===== src/rtl/sh1_pkg.sv =====
// Shared types and sizes for the writeback stage: register file geometry,
// register address type and load size encoding.
package sh1_pkg;

   localparam int REG_WIDTH = 32;
   localparam int REG_COUNT = 16;

   typedef logic [3:0] reg_addr_t;

   typedef enum logic [1:0] {
      SZ_BYTE = 2'd0,
      SZ_WORD = 2'd1,
      SZ_LONG = 2'd2
   } ld_size_e;

endpackage


===== src/rtl/writeback_unit_if.sv =====
// Result sources feeding the writeback stage: ALU result handshake, load
// result handshake and the decoder's destination claim strobe.
// master = producers (execute/decoder), slave = writeback unit.
interface writeback_unit_if #(
   parameter int REG_WIDTH = sh1_pkg::REG_WIDTH
);

   logic                  alu_valid;
   logic                  alu_ready;
   sh1_pkg::reg_addr_t    alu_rd;
   logic [REG_WIDTH-1:0]  alu_data;

   logic                  ld_valid;
   logic                  ld_ready;
   sh1_pkg::reg_addr_t    ld_rd;
   logic [REG_WIDTH-1:0]  ld_data;
   logic [1:0]            ld_size;

   logic                  claim_valid;
   sh1_pkg::reg_addr_t    claim_rd;

   modport master (
      output alu_valid, alu_rd, alu_data,
      input  alu_ready,
      output ld_valid, ld_rd, ld_data, ld_size,
      input  ld_ready,
      output claim_valid, claim_rd
   );

   modport slave (
      input  alu_valid, alu_rd, alu_data,
      output alu_ready,
      input  ld_valid, ld_rd, ld_data, ld_size,
      output ld_ready,
      input  claim_valid, claim_rd
   );

endinterface


===== src/rtl/wb_scoreboard_chk.sv =====
// Illegal pending-counter events: a claim on a register that already has
// three outstanding writes, or a commit on a register with none outstanding.
module wb_scoreboard_chk #(
   parameter int REG_COUNT = sh1_pkg::REG_COUNT
) (
   input  logic                 clk,
   input  logic                 rst_n,
   input  logic [REG_COUNT-1:0] claim_ovf,
   input  logic [REG_COUNT-1:0] commit_unf
);

   a_claim_ovf : assert property (@(posedge clk) disable iff (!rst_n)
      claim_ovf == {REG_COUNT{1'b0}});

   a_commit_unf : assert property (@(posedge clk) disable iff (!rst_n)
      commit_unf == {REG_COUNT{1'b0}});

endmodule


===== src/rtl/writeback_unit_scoreboard.sv =====
// Per-register pending-write scoreboard. Each register keeps a 2-bit count of
// claimed-but-not-committed writes; busy_mask flags the nonzero counts.
// Overflow saturates at 3 and underflow floors at 0.
module wb_scoreboard #(
   parameter int REG_COUNT = sh1_pkg::REG_COUNT
) (
   input  logic                 clk,
   input  logic                 rst_n,
   input  logic                 claim_valid,
   input  sh1_pkg::reg_addr_t   claim_rd,
   input  logic                 commit_valid,
   input  sh1_pkg::reg_addr_t   commit_rd,
   output logic [REG_COUNT-1:0] busy_mask
);

   import sh1_pkg::*;

   logic [1:0]           cnt_r       [REG_COUNT];
   logic [1:0]           cnt_next_s  [REG_COUNT];
   logic [REG_COUNT-1:0] busy_r;
   logic [REG_COUNT-1:0] busy_next_s;
   logic [REG_COUNT-1:0] claim_hit_s;
   logic [REG_COUNT-1:0] commit_hit_s;
   logic [REG_COUNT-1:0] ovf_s;
   logic [REG_COUNT-1:0] unf_s;

   // Next pending count per register; a claim and commit together cancel out
   always_comb begin
      for (int i = 0; i < REG_COUNT; i++) begin
         claim_hit_s[i]  = claim_valid  && (claim_rd  == reg_addr_t'(i));
         commit_hit_s[i] = commit_valid && (commit_rd == reg_addr_t'(i));
         cnt_next_s[i]   = cnt_r[i];
         ovf_s[i]        = 1'b0;
         unf_s[i]        = 1'b0;
         if (claim_hit_s[i] && !commit_hit_s[i]) begin
            if (cnt_r[i] == 2'd3) begin
               ovf_s[i] = 1'b1;
            end else begin
               cnt_next_s[i] = cnt_r[i] + 2'd1;
            end
         end else if (commit_hit_s[i] && !claim_hit_s[i]) begin
            if (cnt_r[i] == 2'd0) begin
               unf_s[i] = 1'b1;
            end else begin
               cnt_next_s[i] = cnt_r[i] - 2'd1;
            end
         end else begin
            cnt_next_s[i] = cnt_r[i];
         end
         busy_next_s[i] = (cnt_next_s[i] != 2'd0);
      end
   end

   // Pending counters and registered busy mask
   always_ff @(posedge clk) begin
      if (!rst_n) begin
         for (int i = 0; i < REG_COUNT; i++) begin
            cnt_r[i] <= 2'd0;
         end
         busy_r <= {REG_COUNT{1'b0}};
      end else begin
         for (int i = 0; i < REG_COUNT; i++) begin
            cnt_r[i] <= cnt_next_s[i];
         end
         busy_r <= busy_next_s;
      end
   end

   assign busy_mask = busy_r;

   wb_scoreboard_chk #(.REG_COUNT(REG_COUNT)) u_chk (
      .clk        (clk),
      .rst_n      (rst_n),
      .claim_ovf  (ovf_s),
      .commit_unf (unf_s)
   );

endmodule


===== src/rtl/writeback_unit.sv =====
// Writeback stage: arbitrates between load and ALU results (load first, ALU
// promoted after STARVE_LIMIT lost cycles), sign-extends loads, registers the
// single register-bank write, and tracks pending destinations.
// Optional macro WB_FORWARD_EN adds fwd_valid/fwd_addr/fwd_data, a copy of
// the write port for same-cycle operand bypass.
module writeback_unit #(
   parameter int REG_WIDTH    = sh1_pkg::REG_WIDTH,
   parameter int REG_COUNT    = sh1_pkg::REG_COUNT,
   parameter int STARVE_LIMIT = 3
) (
   input  logic                 clk,
   input  logic                 rst_n,
   writeback_unit_if.slave      wb,
   output logic                 rb_we,
   output sh1_pkg::reg_addr_t   rb_waddr,
   output logic [REG_WIDTH-1:0] rb_wdata,
   output logic [REG_COUNT-1:0] busy_mask
`ifdef WB_FORWARD_EN
   ,
   output logic                 fwd_valid,
   output sh1_pkg::reg_addr_t   fwd_addr,
   output logic [REG_WIDTH-1:0] fwd_data
`endif
);

   import sh1_pkg::*;

   localparam int            SW         = (STARVE_LIMIT < 1) ? 1 : $clog2(STARVE_LIMIT + 1);
   localparam logic [SW-1:0] STARVE_MAX = SW'(STARVE_LIMIT);

   // Sign-extend a right-aligned load value according to its access size
   function automatic logic [REG_WIDTH-1:0] sext_load(
      input logic [REG_WIDTH-1:0] raw,
      input logic [1:0]           size
   );
      logic [REG_WIDTH-1:0] res;
      case (size)
         SZ_BYTE: res = {{(REG_WIDTH - 8){raw[7]}}, raw[7:0]};
         SZ_WORD: res = {{(REG_WIDTH - 16){raw[15]}}, raw[15:0]};
         default: res = raw;
      endcase
      return res;
   endfunction

   logic                 ld_sel_s;
   logic                 alu_sel_s;
   logic                 alu_starved_s;
   logic [SW-1:0]        starve_r;
   logic [SW-1:0]        starve_next_s;
   logic                 rb_we_r;
   reg_addr_t            rb_waddr_r;
   logic [REG_WIDTH-1:0] rb_wdata_r;
   logic                 we_next_s;
   reg_addr_t            waddr_next_s;
   logic [REG_WIDTH-1:0] wdata_next_s;

   // Pick at most one source: load wins unless the ALU has starved
   always_comb begin
      ld_sel_s      = 1'b0;
      alu_sel_s     = 1'b0;
      alu_starved_s = wb.alu_valid && (starve_r == STARVE_MAX);
      if (!rst_n) begin
         ld_sel_s  = 1'b0;
         alu_sel_s = 1'b0;
      end else if (wb.ld_valid && !alu_starved_s) begin
         ld_sel_s = 1'b1;
      end else if (wb.alu_valid) begin
         alu_sel_s = 1'b1;
      end else begin
         ld_sel_s  = 1'b0;
         alu_sel_s = 1'b0;
      end
   end

   assign wb.ld_ready  = ld_sel_s;
   assign wb.alu_ready = alu_sel_s;

   // Starvation count: grows while the ALU waits, clears once it stops waiting
   always_comb begin
      starve_next_s = {SW{1'b0}};
      if (wb.alu_valid && !alu_sel_s) begin
         if (starve_r == STARVE_MAX) begin
            starve_next_s = STARVE_MAX;
         end else begin
            starve_next_s = starve_r + {{(SW - 1){1'b0}}, 1'b1};
         end
      end else begin
         starve_next_s = {SW{1'b0}};
      end
   end

   // Next register-bank write from whichever source was accepted
   always_comb begin
      we_next_s    = 1'b0;
      waddr_next_s = rb_waddr_r;
      wdata_next_s = rb_wdata_r;
      if (ld_sel_s) begin
         we_next_s    = 1'b1;
         waddr_next_s = wb.ld_rd;
         wdata_next_s = sext_load(wb.ld_data, wb.ld_size);
      end else if (alu_sel_s) begin
         we_next_s    = 1'b1;
         waddr_next_s = wb.alu_rd;
         wdata_next_s = wb.alu_data;
      end else begin
         we_next_s = 1'b0;
      end
   end

   // Write port and starvation state; reset drops any in-flight write
   always_ff @(posedge clk) begin
      if (!rst_n) begin
         rb_we_r    <= 1'b0;
         rb_waddr_r <= 4'd0;
         rb_wdata_r <= {REG_WIDTH{1'b0}};
         starve_r   <= {SW{1'b0}};
      end else begin
         rb_we_r    <= we_next_s;
         rb_waddr_r <= waddr_next_s;
         rb_wdata_r <= wdata_next_s;
         starve_r   <= starve_next_s;
      end
   end

   assign rb_we    = rb_we_r;
   assign rb_waddr = rb_waddr_r;
   assign rb_wdata = rb_wdata_r;

`ifdef WB_FORWARD_EN
   assign fwd_valid = rb_we_r;
   assign fwd_addr  = rb_waddr_r;
   assign fwd_data  = rb_wdata_r;
`endif

   wb_scoreboard #(.REG_COUNT(REG_COUNT)) u_scoreboard (
      .clk          (clk),
      .rst_n        (rst_n),
      .claim_valid  (wb.claim_valid),
      .claim_rd     (wb.claim_rd),
      .commit_valid (rb_we_r),
      .commit_rd    (rb_waddr_r),
      .busy_mask    (busy_mask)
   );

endmodule


===== src/flat_wrapper.sv =====
// flat-port wrapper written by rule: the top's interface ports become plain ports
module writeback_unit_flat import sh1_pkg::*;
#(
   parameter int REG_WIDTH    = sh1_pkg::REG_WIDTH,
   parameter int REG_COUNT    = sh1_pkg::REG_COUNT,
   parameter int STARVE_LIMIT = 3
)
  (clk, rst_n, rb_we, rb_waddr, rb_wdata, busy_mask, wb_alu_valid, wb_alu_rd, wb_alu_data, wb_alu_ready, wb_ld_valid, wb_ld_rd, wb_ld_data, wb_ld_size, wb_ld_ready, wb_claim_valid, wb_claim_rd);
  writeback_unit_if #(.REG_WIDTH(REG_WIDTH)) wb_i ();
  input  logic clk;
  input  logic rst_n;
  output logic rb_we;
  output sh1_pkg::reg_addr_t rb_waddr;
  output logic [REG_WIDTH-1:0] rb_wdata;
  output logic [REG_COUNT-1:0] busy_mask;
  input wire logic [$bits(wb_i.alu_valid)-1:0] wb_alu_valid;
  input wire logic [$bits(wb_i.alu_rd)-1:0] wb_alu_rd;
  input wire logic [$bits(wb_i.alu_data)-1:0] wb_alu_data;
  output wire logic [$bits(wb_i.alu_ready)-1:0] wb_alu_ready;
  input wire logic [$bits(wb_i.ld_valid)-1:0] wb_ld_valid;
  input wire logic [$bits(wb_i.ld_rd)-1:0] wb_ld_rd;
  input wire logic [$bits(wb_i.ld_data)-1:0] wb_ld_data;
  input wire logic [$bits(wb_i.ld_size)-1:0] wb_ld_size;
  output wire logic [$bits(wb_i.ld_ready)-1:0] wb_ld_ready;
  input wire logic [$bits(wb_i.claim_valid)-1:0] wb_claim_valid;
  input wire logic [$bits(wb_i.claim_rd)-1:0] wb_claim_rd;
  assign wb_i.alu_valid = wb_alu_valid;
  assign wb_i.alu_rd = wb_alu_rd;
  assign wb_i.alu_data = wb_alu_data;
  assign wb_alu_ready = wb_i.alu_ready;
  assign wb_i.ld_valid = wb_ld_valid;
  assign wb_i.ld_rd = wb_ld_rd;
  assign wb_i.ld_data = wb_ld_data;
  assign wb_i.ld_size = wb_ld_size;
  assign wb_ld_ready = wb_i.ld_ready;
  assign wb_i.claim_valid = wb_claim_valid;
  assign wb_i.claim_rd = wb_claim_rd;
  writeback_unit #(.REG_WIDTH(REG_WIDTH), .REG_COUNT(REG_COUNT), .STARVE_LIMIT(STARVE_LIMIT)) u_core (.clk(clk), .rst_n(rst_n), .wb(wb_i), .rb_we(rb_we), .rb_waddr(rb_waddr), .rb_wdata(rb_wdata), .busy_mask(busy_mask));
endmodule

===== config.mk =====
export PLATFORM = sky130hd
export DESIGN_NAME = writeback_unit_flat
export DESIGN_NICKNAME = d
export VERILOG_FILES = /design/src/rtl/sh1_pkg.sv /design/src/rtl/writeback_unit_if.sv /design/src/rtl/wb_scoreboard_chk.sv /design/src/rtl/writeback_unit_scoreboard.sv /design/src/rtl/writeback_unit.sv /design/src/flat_wrapper.sv
export SDC_FILE = /design/constraint.sdc
export NUM_CORES = 1
export LEC_CHECK = 0
export CORE_MARGIN = 1.5
export CORE_UTILIZATION = 35
export CTS_CLUSTER_SIZE = 14
export DETAILED_ROUTE_END_ITERATION = 8
export GPL_ROUTABILITY_DRIVEN = 1
export PLACE_DENSITY = 0.73
export SYNTH_ARGS = -nofsm -noshare
export SYNTH_HDL_FRONTEND = slang
export SYNTH_SLANG_ARGS = --single-unit
export TNS_END_PERCENT = 50

===== constraint.sdc =====
create_clock -name clk -period 1.6 [get_ports clk]
set_clock_uncertainty 0.1 [all_clocks]
set_input_delay 0.32 -clock clk [delete_from_list [all_inputs] [get_ports clk]]
set_output_delay 0.32 -clock clk [all_outputs]
set_load 0.005 [all_outputs]

# After elaboration in Yosys (flattened, before gate mapping)
# Memories as Yosys holds them, arrays and structs flattened.
# Cells that the tools add are included.
# totals
ff_bits,55
latchBits,0
ram_bits,32
romBits,0
input_bits,83
output_inout_bits,55
word_cells,336
memories,1
# classes
add_sub_neg,33
multipliers,0
n_div,0
n_lt_le_gt_ge,0
n_eq_ne,48
n_shift,0
mux,95
bitwise,16
reduce_logical,138
# memory_table
memory,depth,word_bits,read_ports,rd_clocked_by_memory_dff,wr,line_no,source
u_core.u_scoreboard.cnt_r,16,2,16,0,16,writeback_unit_scoreboard.sv:18,logic [1:0] cnt_r [REG_COUNT];
# ops
cell,n
$mux W2,81
$logic_and A1 B1 Y1,67
$eq A4 B4 Y1 const B,16
$mux W32,2
$pmux W32 S2,1
$add A2 B1 Y2 const B,17
$eq A2 B2 Y1 const B,17
$logic_not A1 Y1,34
$logic_not A2 Y1,17
$reduce_bool A2 Y1,17
$eq A4 B3 Y1 const B,8
$sub A2 B1 Y2 const B,16
$eq A4 B2 Y1 const B,4
$or A1 B1 Y1,16
$mux W1,9
$eq A4 B1 Y1 const B,2
$logic_not A4 Y1,2
$mux W4,2
$eq A2 B1 Y1 const B,1
$reduce_and A2 Y1,1

# Longest topological paths before layout
# depth
depth_word,9
ltp_mapped,6
ltp_nobuf,4

# Hierarchy
# From an unflattened synthesis, not the netlist that was laid out.
# hier_totals
cells_unflattened,639
hier_area_um2,5690.5
# by_module_without_submodules
mod,n_inst,cells_each,area_per_inst_um2,seq_area_each_um2
wb_scoreboard,1,412,3160.5,960.9
writeback_unit,1,227,2529.9,780.7

# Least setup slack after synthesis
# No wires, ideal clock.
# synth_path
path_type,reg-to-reg
start,register u_core.rb_we_r (netlist: u_core.rb_we)
end,memory u_core.u_scoreboard.cnt_r[8][0] (netlist: u_core.u_scoreboard.cnt_r[1][0])
setup_ps,132
arrival_time_ps,1373
required_ps,1368
slack_ps,-5
stages_incl_launch_ff,7
n_path_buf,2
period_less_slack_ps,1605
path_cell_list,dfxtp_1 -> or3b_1 -> buf_2 -> buf_6 -> o21a_1 -> a21oi_2 -> o32ai_2
# synth_rtl
item,line_no,source
start: declaration,writeback_unit.sv:50,logic rb_we_r;
start signal: assignment,writeback_unit.sv:118,rb_we_r <= we_next_s;
end: declaration,writeback_unit_scoreboard.sv:18,

# Final worst setup path
# layout_path
start,register u_core.rb_waddr_r[2] (netlist: u_core.rb_waddr[2])
end,register u_core.u_scoreboard.busy_r[1] (netlist: u_core.u_scoreboard.busy_mask[1])
# layout_between
elab_chain_cells,6
elab_cells_between_ends,8
cone_classes,eq/ne: 1; mux: 2; reduce/logical: 5
# layout_rtl
item,line_no,source
start: declaration,writeback_unit.sv:51,reg_addr_t rb_waddr_r;
start signal: assignment,writeback_unit.sv:119,rb_waddr_r <= waddr_next_s;
$eq A4 B1 Y1 *,writeback_unit_scoreboard.sv:31,commit_hit_s[i] = commit_valid && (commit_rd == reg_addr_t'(i));
$logic_and A1 B1 Y1 *,writeback_unit_scoreboard.sv:31,
$logic_and A1 B1 Y1 or $logic_not A1 Y1 (tied branches),"writeback_unit_scoreboard.sv:41, writeback_unit_scoreboard.sv:35",
$mux W2 or $logic_and A1 B1 Y1 (tied branches),"writeback_unit_scoreboard.sv:41, writeback_unit_scoreboard.sv:35",
$mux W2 *,writeback_unit_scoreboard.sv:35,if (claim_hit_s[i] && !commit_hit_s[i]) begin
$reduce_bool A2 Y1 *,writeback_unit_scoreboard.sv:50,busy_next_s[i] = (cnt_next_s[i] != 2'd0);
end signal: assignment,writeback_unit_scoreboard.sv:60,busy_r <= {REG_COUNT{1'b0}};
end signal: assignment,writeback_unit_scoreboard.sv:65,busy_r <= busy_next_s;
end: declaration,writeback_unit_scoreboard.sv:20,logic [REG_COUNT-1:0] busy_r;
# Mark *: on every way between the ends. The rest lies on a longest branch, timed or not.
# A chain may end at the register's enable or synchronous reset.

==> metrics.md <==
| Metric | Value |
|---|---|
| DR iter-0 viols | `278` |
| Hold slack | `428 ps` |
| Clk_lat worst skew | `340 ps` |
| Clock power share | `39.9%` |
| HP Class | `in -> reg` |
| Worst Path Arrival | `1700 ps` |
| Setup ws final | `27.5 ps` |
| Failing checks | `design-rule violations` |
| Setup TNS | `0 ps` |
| I/O pin cnt | `138` |
| Slowest library cell on the worst path | `or3b_4` |
| Top cell type's share of synthesized area | `41.5%` |
| DIE WIDTH | `112 um` |
| Clock Tree Root | `clkbuf_16` |
| First-pass GRT wire length | `21900 um` |
| DR vias | `4637` |
| Worst-Margin Slew | `469 ps` |
| Mux share of post-synthesis cell area | `0.954%` |
| Die Y | `112 um` |
| Starting density of the core | `36.3%` |
| Async SR Flop Fraction | `0%` |
| I/O Buffers | `137` |
| Post-synthesis xor/xnor area fraction | `0.209%` |
| Unique masters post-synth | `41` |
| F_max | `636 MHz` |
| Top cells by area, synth | `dfxtp_1 (42%), o221ai_1 (6.9%), a21oi_1 (6.0%)` |
| Worst setup path start | `u_core.rb_waddr[2]$_SDFFE_PN0P_` |
| Max-slew violations | `0` |
| Pre-CTS WS | `-525 ps` |
| Die area | `0.0127 mm2` |
| WS Path Type | `reg -> reg` |
| Crit Path Max Fanout | `8` |
| Mapped Cells | `519` |
| Fillcell total | `1054` |
| CTS Buf Count | `9` |
| Combinational power share | `17.5%` |
| Internal Power | `4.13 mW` |
| Clk slew on worst S/H paths | `60 ps` |
| Synth Area per Inst | `8.08 um2` |
| Synth Area in Simple Gates | `24.0%` |
| Yosys warning total | `0` |
| Vias per inst | `5.49` |
| Overflow after GRT | `0` |
| Routability Congestion | `0.880` |
| Synthesized Nets | `602` |
| Largest family of logic cells by synthesized area | `compound AO/OA/AOI/OAI gates` |
| Final WL | `13700 um` |
| Ys flop type | `dfxtp_1` |
| Endpoint class of the critical path | `flip-flop` |
| TritonCTS clock tree | `yes` |
| Tcrit/Tclk final | `98.3%` |
| Hold Fails Final Rpt | `0` |
| Finished Layout Cells | `844` |
| Status | `finished with violations` |
| Max-Cap Viols | `0` |
| Post-synth EDFFs | `0` |
| # setup viols final | `0` |
| Post-route DRC | `3` |
| RSZ-0062 raised after global routing | `yes` |
| Mapped cell area | `0.00420 mm2` |
| Antenna diode count | `0` |
| Max H-tree Level | `3` |
| Post-CTS Hold Fix Bufs | `0` |
| Compound-Gate Fraction of Synth Area | `28.8%` |
| Core area | `0.0116 mm2` |
| Fin util | `56.9%` |
| Leak | `2.70 nW` |
| DP Cell Count | `821` |
| Power per standard cell area | `831 mW/mm2` |
| Largest net degree at the start of global routing | `44` |
| Switching Share | `24.5%` |
| Most frequent cell after synthesis | `dfxtp_1` |
| Vias in the first global route | `4534` |
| Buffers plus inverters on the worst setup path | `1` |
| Synthesis-to-layout area growth | `56.9%` |
| Synth cell count leaders | `dfxtp_1 (87), nand2_1 (65), nor2_1 (62), a21oi_1 (50), o221ai_1 (33)` |
| Startpoint types | `flip-flop` |
| Pre-Repair DR Iteration Count | `8` |
| Final #Nets | `779` |
| CP max stage delay | `410 ps` |
| R2R Setup Slk | `30 ps` |
| HPWL after DPL | `9890 um` |
| Sequential fraction of the synthesis area | `41.5%` |
| TritonCTS Sinks | `87` |
| Worst VDD drop | `0.415 mV` |
| # rows | `39` |
| HP Start | `rst_n` |
| CTS max path bufs | `2` |
| Crit path max-delay family | `simple AND/OR/NAND/NOR gates` |
| WL/cell | `16.3 um` |
| Final Critical Period | `1570 ps` |
| Antenna-violating nets left | `0` |
| Adder-cell share of the synthesized area | `0%` |
| Register bit total from synthesis | `87` |
| Reg power frac | `42.6%` |
| Ratio of cells with drive above 1 in the final layout | `20.3%` |
| FF-to-FF Start | `u_core.rb_waddr[2]$_SDFFE_PN0P_` |
| Cell taking the most area after synthesis | `dfxtp_1` |
| Initial antenna violation count | `0` |
| Max-slew headroom | `68.7%` |
| Psw | `1.34 mW` |
| Total Routing Usage GR | `21.6%` |
| CP required | `1730 ps` |
| Worst-path cell chain | `or3b_4 > buf_6 > nor3_4 > a21oi_1 > o21a_1` |
power groups by stage:
stage / Clock (mW) / Sequential, mW / Combinational, mW
final: 2.18 / 2.33 / 0.959
after global routing: 2.32 / 2.34 / 1.04
after CTS: 2.24 / 2.33 / 0.924
after detailed placement: 0 / 2.38 / 0.954
after global placement: 0 / 2.37 / 0.936
after floorplan: 0 / 2.38 / 0.361
metal layers:
layer  wire (um)  vias up  part of all wire [%]  track usage, %
li1            -     2264                     -               -
met1        5920     2200                    43            26.6
met2        6760      138                    49            36.0
met3         579       35                   4.2            3.83
met4         484        0                   3.5            11.9
met5           0        -                     0               0
logic make-up after synthesis:
| kind of cell | after synthesis |
|---|---|
| AOI/OAI and AO/OA | 174 |
| xor gates and xnor gates | 1 |
| buffers and inverters | 44 |
| DFF | 87 |
| muxes | 4 |
| and+or+nand+nor | 209 |
sequential cells by signal, indices dropped and copies added, names as in the netlist:
signal                         flops
u_core.u_scoreboard.cnt_r         32
u_core.rb_we                       1
u_core.u_scoreboard.busy_mask     16
u_core.rb_wdata                   32
u_core.starve_r                    2
u_core.rb_waddr                    4
layout by cell type (no fill, tap or decap), types with 4 or more instances in the layout:
cell | netlist | routed
clkbuf_16 | 0 | 9
o21ai_0 | 12 | 11
nand3_1 | 16 | 14
dlymetal6s2s_1 | 0 | 9
o221ai_1 | 33 | 33
clkdlybuf4s50_1 | 0 | 82
nor3_1 | 12 | 4
nor3_4 | 0 | 5
mux2i_1 | 4 | 4
buf_4 | 0 | 58
nand3b_1 | 4 | 4
o22ai_1 | 15 | 15
dfxtp_1 | 87 | 72
o32ai_1 | 12 | 12
nor3_2 | 5 | 8
a211oi_1 | 7 | 7
nand2_1 | 65 | 63
or3_1 | 5 | 5
dfxtp_2 | 0 | 11
o21a_1 | 30 | 30
or2_2 | 7 | 6
a21oi_1 | 50 | 45
o21ai_1 | 5 | 6
buf_6 | 1 | 8
nor2_1 | 62 | 61
buf_2 | 11 | 4
nor3b_1 | 16 | 16
a21oi_2 | 2 | 7
dfxtp_4 | 0 | 4
dlygate4sd2_1 | 0 | 43
per-stage QoR:
stage | power (mW) | cell area, um2
floorplan | 2.74 | 4200
global placement | 3.31 | 6080
detailed placement | 3.33 | 6080
CTS | 5.49 | 6410
global route | 5.71 | 6580
finish | 5.47 | 6580
what timing repair did:
| item | in CTS | in global routing |
|---|---|---|
| endpoints found under the setup margin | 56 | 54 |
| setup buffers | 1 | 4 |
| pin swaps | 3 | 8 |
| cloned | 0 | 2 |
| gates resized for setup | 75 | 40 |
worst min-delay path: stages:
cell	delay (ps)
buf_2	110
inv_1	120
buf_4	210
a211oi_1	60
path summary, 6_finish.rpt:
check / depth (start not counted) / end
max: 5 / u_core.u_scoreboard.busy_mask[1]$_SDFF_PN0_
min: 4 / u_core.rb_wdata[10]$_SDFFE_PN0P_
max reg2reg: 5 / u_core.u_scoreboard.busy_mask[1]$_SDFF_PN0_
min reg2reg: 2 / u_core.rb_wdata[0]$_SDFFE_PN0P_
final cells by class:
class,count,area (um2),share of cell area [%]
timing repair buffer,207,1920,29.1
multi-input combinational,389,2400,36.5
clock buffer,13,270,4.11
inverter,2,7.51,0.114
sequential,87,1770,26.9
tap,143,179,2.72
clock inverter,3,40.0,0.608
(Power assumes the default switching activity.)
